$ cat config.mk
export PLATFORM = sky130hd
export DESIGN_NAME = router_pkt_tx
export DESIGN_NICKNAME = d
export VERILOG_FILES = /design/src/rtl/router_pkt_tx.sv
export SDC_FILE = /design/constraint.sdc
export NUM_CORES = 1
export LEC_CHECK = 0
export ABC_AREA = 0
export BUFFER_PORTS_ARGS = -buffer_cell sky130_fd_sc_hd__buf_2
export CELL_PAD_IN_SITES_DETAIL_PLACEMENT = 1
export CELL_PAD_IN_SITES_GLOBAL_PLACEMENT = 2
export CORE_UTILIZATION = 52
export DETAILED_ROUTE_END_ITERATION = 6
export PLACE_DENSITY = 0.86
export SKIP_CTS_REPAIR_TIMING = 1
export SLEW_MARGIN = 5
export SYNTH_ARGS = -nofsm -noshare
export SYNTH_HDL_FRONTEND = slang
export SYNTH_SLANG_ARGS = --single-unit
$ cat constraint.sdc
create_clock -name clk -period 6.2 [get_ports clk]
set_clock_uncertainty 0.05 [all_clocks]
set_input_delay 0.62 -clock clk [delete_from_list [all_inputs] [get_ports clk]]
set_output_delay 0.62 -clock clk [all_outputs]
set_load 0.05 [all_outputs]
$ cat src/rtl/router_pkt_tx.sv
`default_nettype none
// ============================================================================
// Module   : router_pkt_tx
// Purpose  : Packet transmitter feeding the 1x3 router input port. Buffers up
//            to MAX_LEN payload bytes, then frames them as header, payload
//            and parity bytes while honouring router back-pressure (busy).
//            Parity can be deliberately inverted to exercise the router's
//            error path.
// Revision : 1.0  initial release
// ============================================================================
module router_pkt_tx #(
   parameter int MAX_LEN = 63,
   parameter int GAP_CYC = 1
) (
   input  logic       clk,
   input  logic       rst,
   input  logic       wr_en,
   input  logic [7:0] wr_data,
   input  logic       start,
   input  logic [1:0] dst_addr,
   input  logic       inj_par_err,
   input  logic       busy,
   output logic [7:0] d_in,
   output logic       pkt_valid,
   output logic       tx_idle,
   output logic [6:0] buf_cnt,
   output logic       done,
   output logic       req_err
);

   localparam logic [2:0] ST_IDLE    = 3'd0;
   localparam logic [2:0] ST_HEADER  = 3'd1;
   localparam logic [2:0] ST_PAYLOAD = 3'd2;
   localparam logic [2:0] ST_PARITY  = 3'd3;
   localparam logic [2:0] ST_GAP     = 3'd4;

   logic [2:0] r_state;
   logic [7:0] r_mem [0:MAX_LEN-1];
   logic [6:0] r_cnt;
   logic [5:0] r_len;
   logic [5:0] r_rd_idx;
   logic [7:0] r_par;
   logic       r_inj;
   logic [7:0] r_gap;
   logic [7:0] r_d_in;
   logic       r_pkt_valid;
   logic       r_done;
   logic       r_req_err;

   logic       w_wr_ok;
   logic       w_last;
   logic [7:0] w_par_next;

   // A write lands only while idle, without a simultaneous start, and while space remains.
   assign w_wr_ok    = (r_state == ST_IDLE) && wr_en && !start && (r_cnt < 7'(MAX_LEN));
   // The payload byte currently presented is the final one of the packet.
   assign w_last     = (r_rd_idx == r_len);
   // Running parity including the byte currently on d_in.
   assign w_par_next = r_par ^ r_d_in;

   // Payload storage; contents are meaningless once buf_cnt clears, so no reset.
   always_ff @(posedge clk) begin
      if (w_wr_ok) begin
         r_mem[r_cnt[5:0]] <= wr_data;
      end
   end

   // Framing state machine; every output byte is registered so busy can hold it.
   always_ff @(posedge clk or negedge rst) begin
      if (!rst) begin
         r_state     <= ST_IDLE;
         r_cnt       <= 7'd0;
         r_len       <= 6'd0;
         r_rd_idx    <= 6'd0;
         r_par       <= 8'd0;
         r_inj       <= 1'b0;
         r_gap       <= 8'd0;
         r_d_in      <= 8'd0;
         r_pkt_valid <= 1'b0;
         r_done      <= 1'b0;
         r_req_err   <= 1'b0;
      end else begin
         r_done    <= 1'b0;
         r_req_err <= 1'b0;
         case (r_state)
            ST_IDLE: begin
               if (start) begin
                  if (r_cnt == 7'd0) begin
                     r_req_err <= 1'b1;
                  end else if (dst_addr == 2'd3) begin
                     r_req_err <= 1'b1;
                     r_cnt     <= 7'd0;
                  end else begin
                     r_len       <= r_cnt[5:0];
                     r_inj       <= inj_par_err;
                     r_d_in      <= {r_cnt[5:0], dst_addr};
                     r_pkt_valid <= 1'b1;
                     r_state     <= ST_HEADER;
                  end
               end else if (w_wr_ok) begin
                  r_cnt <= r_cnt + 7'd1;
               end
            end
            ST_HEADER: begin
               if (!busy) begin
                  // Parity seeds from the header; a launched packet always has L >= 1.
                  r_par    <= r_d_in;
                  r_d_in   <= r_mem[0];
                  r_rd_idx <= 6'd1;
                  r_state  <= ST_PAYLOAD;
               end
            end
            ST_PAYLOAD: begin
               if (!busy) begin
                  r_par <= w_par_next;
                  if (w_last) begin
                     r_d_in      <= w_par_next ^ {8{r_inj}};
                     r_pkt_valid <= 1'b0;
                     r_state     <= ST_PARITY;
                  end else begin
                     r_d_in   <= r_mem[r_rd_idx];
                     r_rd_idx <= r_rd_idx + 6'd1;
                  end
               end
            end
            ST_PARITY: begin
               if (!busy) begin
                  r_d_in  <= 8'd0;
                  r_done  <= 1'b1;
                  r_cnt   <= 7'd0;
                  r_gap   <= 8'(GAP_CYC - 1);
                  r_state <= ST_GAP;
               end
            end
            ST_GAP: begin
               if (r_gap == 8'd0) begin
                  r_state <= ST_IDLE;
               end else begin
                  r_gap <= r_gap - 8'd1;
               end
            end
            default: begin
               r_state     <= ST_IDLE;
               r_d_in      <= 8'd0;
               r_pkt_valid <= 1'b0;
            end
         endcase
      end
   end

   assign d_in      = r_d_in;
   assign pkt_valid = r_pkt_valid;
   assign tx_idle   = (r_state == ST_IDLE);
   assign buf_cnt   = r_cnt;
   assign done      = r_done;
   assign req_err   = r_req_err;

endmodule
`default_nettype wire

==> results.cfg, run 1 <==
[setup_path]
cp.arrival_ns = 4.12
endpoint = r_mem[54][1]
worstReg2RegEnd = r_mem[54][1]
ff2ff_path_depth = 6
worstReg2RegStart = r_state[0]
crit_fanout = 17
critPathKind = flip-flop to flip-flop
rrSetupSlack_ns = 2.26
endpoint_kind = flip-flop
crit_start = r_state[0]
start_kind = flip-flop
required_ns = 6.38

[logic_synthesis]
synth_top_area_share_pct = 67.1
ys_async_sr_fraction_pct = 9.03
syn-cell-area_um2 = 22600
synth_edf_count = 504
yosys_warnings = 0
yosysTopAreaCell = edfxtp_1
synth_seq_cells = 554
synth_fp_nets = 1292
synth_cells = 1271
synthTopCellsByArea = edfxtp_1 (67%), mux4_2 (10%), dfrtp_1 (5.5%)
synth.distinct_cells = 72
synth_flop_cell = edfxtp_1
ys_seq_area_share_pct = 72.6
avgSynthCellArea_um2 = 17.8

[die]
die_height_um = 210
die-width_um = 210
dieArea_um2 = 44200
start_util_pct = 53.2
rows = 75
core_area_um2 = 42400
ios = 35

[global_routing]
grt_overflow = 0
grt_max_degree = 65
track_usage_pct = 27.9
grt_pass1_wl_um = 87700
grt_antenna_before_repair = 1
first_global_vias = 12800

[detailed_routing]
viasPerCell = 6.38
drtPass1Iterations = 5
drt_iter0_markers = 1299
detail_route.wl_per_cell_um = 30.9
drtAntennaViolNets = 0
dr_total_vias = 12400
drc_errors = 0
wl_um = 60000

[clock_tree]
h-tree-depth = 2
cts_sinks = 554
clockRootBuffer = clkbuf_16
numCtsBuffers = 56
clock_latency_ns = 0.61
clockBufferDepth = 3
cts.clk_slew.worst_paths_ns = 0.06
cts_tree = built

[power]
p_per_area_nw_per_um2 = 416
total_power_mw = 10.5
p_leak_nw = 8.35
vdd_drop_max_v = 0.000223

[placed_design]
pre_cts_slack_ns = 2.34
numPortBuffers = 34
placed_area_um2 = 23300
routabilityCongestion = 0.822
place_hpwl_um = 36500

[final_layout]
final_nets = 1343
layout-drive-gt1-share_pct = 20.2
num_antenna_cells = 0
fin_area_um2 = 25200
areaGrowthSynthToFinish_pct = 11.5

[timing]
rsz0062_at_grt = no
max_freq_mhz = 254
period_share_pct = 63.5
relSlewSlack_pct = 18.4
slew_violations = 0
fin_setup_tns_ns = 0
worst_slew_pin_slew_ns = 1.22
setup_viol = 0
hold_viol = 0
min_period_ns = 3.94
fin_ws_ns = 2.26
fin_hold_ws_ns = 0.101

[run_status]
status = finished, final reports clean

[flow_run]
maxCapViolCount = 0

[hold_path]
hp-class = input pin to asynchronous set/reset pin
==> sequential cells by signal, summed over array words and instances (netlist names) <==
name,cells
r_len,6
d_in,8
r_inj,1
done,1
r_rd_idx,6
r_state,3
r_mem,504
req_err,1
r_par,8
pkt_valid,1
r_gap,8
buf_cnt,7
==> power by group <==
group | internal (mW) | switching (mW) | total [mW] | leakage, nW
combinational | 1.02 | 1.59 | 2.62 | 2.27
sequential | 4.20 | 0.268 | 4.46 | 5.19
clock | 1.96 | 1.42 | 3.38 | 0.892
==> final cells by class <==
cell class,count,area [um^2]
inverters,11,41.3
flip-flops and latches,554,16400
clock inverters,33,329
multi-input cells,637,5770
repair buffers,62,405
well taps,577,722
clock buffers,70,1500
fillers,3748,17300
==> layer usage <==
metal,part of all wire (%),wire [um],vias to the layer above,GRT usage (%)
met5,0.12,75,-,1.11
met3,7.0,4230,125,5.80
li1,-,-,5168,-
met2,48,28500,510,43.5
met1,42,25000,6589,38.7
met4,3.7,2210,4,11.1
==> cell families after synthesis <==
family | Yosys count | share of synthesized area [%]
flip-flops | 554 | 72.6
AND/OR/NAND/NOR | 276 | 5.85
multiplexers | 170 | 13.2
AO/OA/AOI/OAI | 149 | 4.66
buffers and inverters | 80 | 1.94
XOR/XNOR | 37 | 1.44
adder cells (fa/ha/maj) | 5 | 0.277
==> placed cells by master, fill, tap and decap left out, types with 15 or more instances in the layout <==
cell         n
mux2i_1     61
a22oi_1     18
buf_2       34
clkbuf_16   57
o22ai_1     15
nand2_1     74
xnor2_1     22
mux4_2     102
nor2_1      99
xor2_1      15
o21ai_0     22
buf_4       26
a21oi_1     25
dfrtp_1     47
nand3_1     23
edfxtp_1   504
nor3_1      15
==> critical path, cell delays in order (launching register included) <==
cell and delay, ns:
dfrtp_1 0.62, or3_1 0.54, inv_1 0.14, nand4_1 0.38, nor2_1 0.69, nand3_1 0.45
nor2_1 0.69
==> cell usage after synthesis, types with 4 or more instances <==
cell         n
xnor2_1     22
buf_4       14
o211ai_1    11
xor2_1      15
dfrtp_1     50
a21oi_1     25
o21ai_0     22
clkbuf_1    25
nand2_1     74
nor2b_1      8
inv_1       11
a22oi_1     18
mux4_2     102
edfxtp_1   504
nand2b_1     9
o221ai_1    11
buf_6        8
nor2_1      99
nand4_1      6
mux2i_1     61
or2_2        4
nand4b_1     4
nor3_1      15
mux2_2       7
buf_2       19
a2bb2oi_1    4
ha_1         5
o22a_1       4
nor4_1       6
nand3_1     23
o22ai_1     15
a21o_1       6
==> worst min-delay path by stage <==
stage / from / to / slack, ns / depth (start not counted)
3_3_place_gp: r_len[4] / r_len[4] / 0.46 / 1
4_1_cts: rst / r_par[7] / 0.10 / 2
3_5_place_dp: r_len[4] / r_len[4] / 0.48 / 1
6_report: rst / buf_cnt[3] / 0.10 / 2
5_1_grt: rst / r_par[7] / 0.16 / 2
2_1_floorplan: rst / buf_cnt[0] / 0.27 / 0
==> per-stage QoR <==
stage,utilization [%],std cells
after CTS,59.3,1944
after floorplan,-,1271
after detailed placement,55.0,1841
final,59.3,1944
after global routing,59.3,1944
after global placement,55.0,1841
Power figures use the tool's default switching activity.
==> inputs of run 2 (changes only) <==
Settings changed: CORE_UTILIZATION 52 to 48, PLACE_DENSITY 0.86 to 0.81.
Clock period 6.2 ns to 4.1 ns, I/O delays scaled along.
==> run 2 against run 1 <==
  * Sequential power grew 53%
  * Routed wire length is 0.98% higher
  * Combinational power rose by 50%
  * Clock-buffer cell count decreased by 4
  * Global-route usage is 1.8 points lower
  * Hold slack better by 0.021 ns
  * Cell area is 1.2% higher
  * Fmax is 12% higher
  * Die area rose by 8.3%
  * Via count hardly changed
  * First-iteration DRC count rose by 12%
  * Critical endpoint is now r_mem[18][5]
==> results.cfg, run 2 (synthesis gave the netlist of run 1 again) <==
[clock_tree]
h-tree-depth = 2
numCtsBuffers = 56
cts_sinks = 554
clockBufferDepth = 3
clock_latency_ns = 0.61
cts.clk_slew.worst_paths_ns = 0.06
cts_tree = built
clockRootBuffer = clkbuf_16

[final_layout]
fin_area_um2 = 25500
final_util_pct = 54.8
mostFrequentLayoutCell = edfxtp_1
layout-drive-gt1-share_pct = 21.9
fillers = 4188
finalNonFillerCells = 2001
final_nets = 1371
num_antenna_cells = 0
areaGrowthSynthToFinish_pct = 12.8
largest_reg_flops = 504
mostFrequentLayoutCells = edfxtp_1 (504), mux4_2 (102), nor2_1 (99)

[die]
die_height_um = 219
dieArea_um2 = 47900
start_util_pct = 48.6
core_area_um2 = 46500
die-width_um = 219
rows = 79
ios = 35

[detailed_routing]
wl_um = 60600
detail_route.wl_per_cell_um = 30.3
viasPerCell = 6.20
drtAntennaViolNets = 0
drt_iter0_markers = 1460
drtPass1Iterations = 7
drc_errors = 0
dr_total_vias = 12400

[flow_run]
maxCapViolCount = 0

[global_routing]
track_usage_pct = 26.1
grt_max_degree = 53
grt_overflow = 0
grt_pass1_wl_um = 88800
first_global_vias = 13000
grt_antenna_before_repair = 0

[timing]
slew_violations = 0
worst_slew_pin_slew_ns = 1.19
rsz0062_at_grt = no
max_freq_mhz = 284
min_period_ns = 3.52
setup_viol = 0
period_share_pct = 85.9
relSlewSlack_pct = 21.0
fin_setup_tns_ns = 0
fin_hold_ws_ns = 0.122
fin_ws_ns = 0.577
hold_viol = 0

[placed_design]
placed_area_um2 = 23600
pre_cts_slack_ns = 0.638
numPortBuffers = 34
place_hpwl_um = 38800
routabilityCongestion = 0.839
placed_cells = 1897

[hold_path]
hold_end = req_err
min_path_cells = 2
hold_start = start
hp-class = input pin to flip-flop

[setup_path]
critPathKind = flip-flop to flip-flop
worstReg2RegStart = r_state[1]
required_ns = 4.28
crit_fanout = 12
start_kind = flip-flop
cp.arrival_ns = 3.70
endpoint_kind = flip-flop
rrSetupSlack_ns = 0.58
ff2ff_path_depth = 7
worstReg2RegEnd = r_mem[18][5]

[power]
vdd_drop_max_v = 0.000449
p_leak_nw = 8.51
total_power_mw = 16.0
p_per_area_nw_per_um2 = 629

[run_status]
status = finished, final reports clean
## run 2: changes by cell type in the layout (fill, tap and decap cells not counted), sizes merged, moves of 2 or more
cell / delta
bufinv: +2
clkinv: +2
buf: +26
dlygate4sd3: +2
clkbuf: -4
inv: -2
## run 2: worst max-delay path, cell delays in order, from the launching register on
cell and delay (ns):
dfrtp_1 0.51, or3_1 0.51, inv_1 0.13, nand4_1 0.11, buf_4 0.17, nor2_1 0.55, nand2_1 0.42, nor2_1 0.68
## run 2: how the worst max path moves through the flow
stage               start            to  depth (start not counted)
3_5_place_dp   r_state[1]  r_mem[18][5]                          7
2_1_floorplan  r_state[0]  r_mem[60][0]                          6
6_report       r_state[1]  r_mem[18][5]                          7
3_3_place_gp   r_state[1]  r_mem[32][0]                          7
4_1_cts        r_state[1]  r_mem[16][3]                          7
5_1_grt        r_state[1]  r_mem[16][2]                          7
## run 2: metal layers
metal | wire length [um] | track usage, %
met5 | 0 | 0
met4 | 1960 | 9.51
met3 | 4050 | 3.60
met2 | 29600 | 42.1
met1 | 25000 | 36.4
## run 2: layout make-up
type / count / area (um^2) / share of cell area (%)
Sequential cell: 554 / 16400 / 64.4
Multi-Input combinational cell: 637 / 5760 / 22.6
Clock buffer: 66 / 1480 / 5.81
Tap cell: 607 / 759 / 2.98
Timing Repair Buffer: 90 / 633 / 2.49
Clock inverter: 36 / 389 / 1.53
Inverter: 11 / 41.3 / 0.162
## run 2: where the power goes
part	switching, mW	total (mW)	internal (mW)
clock network	2.17	5.24	3.07
registers	0.486	6.83	6.34
logic	2.31	3.94	1.62
total	4.97	16.0	11.0
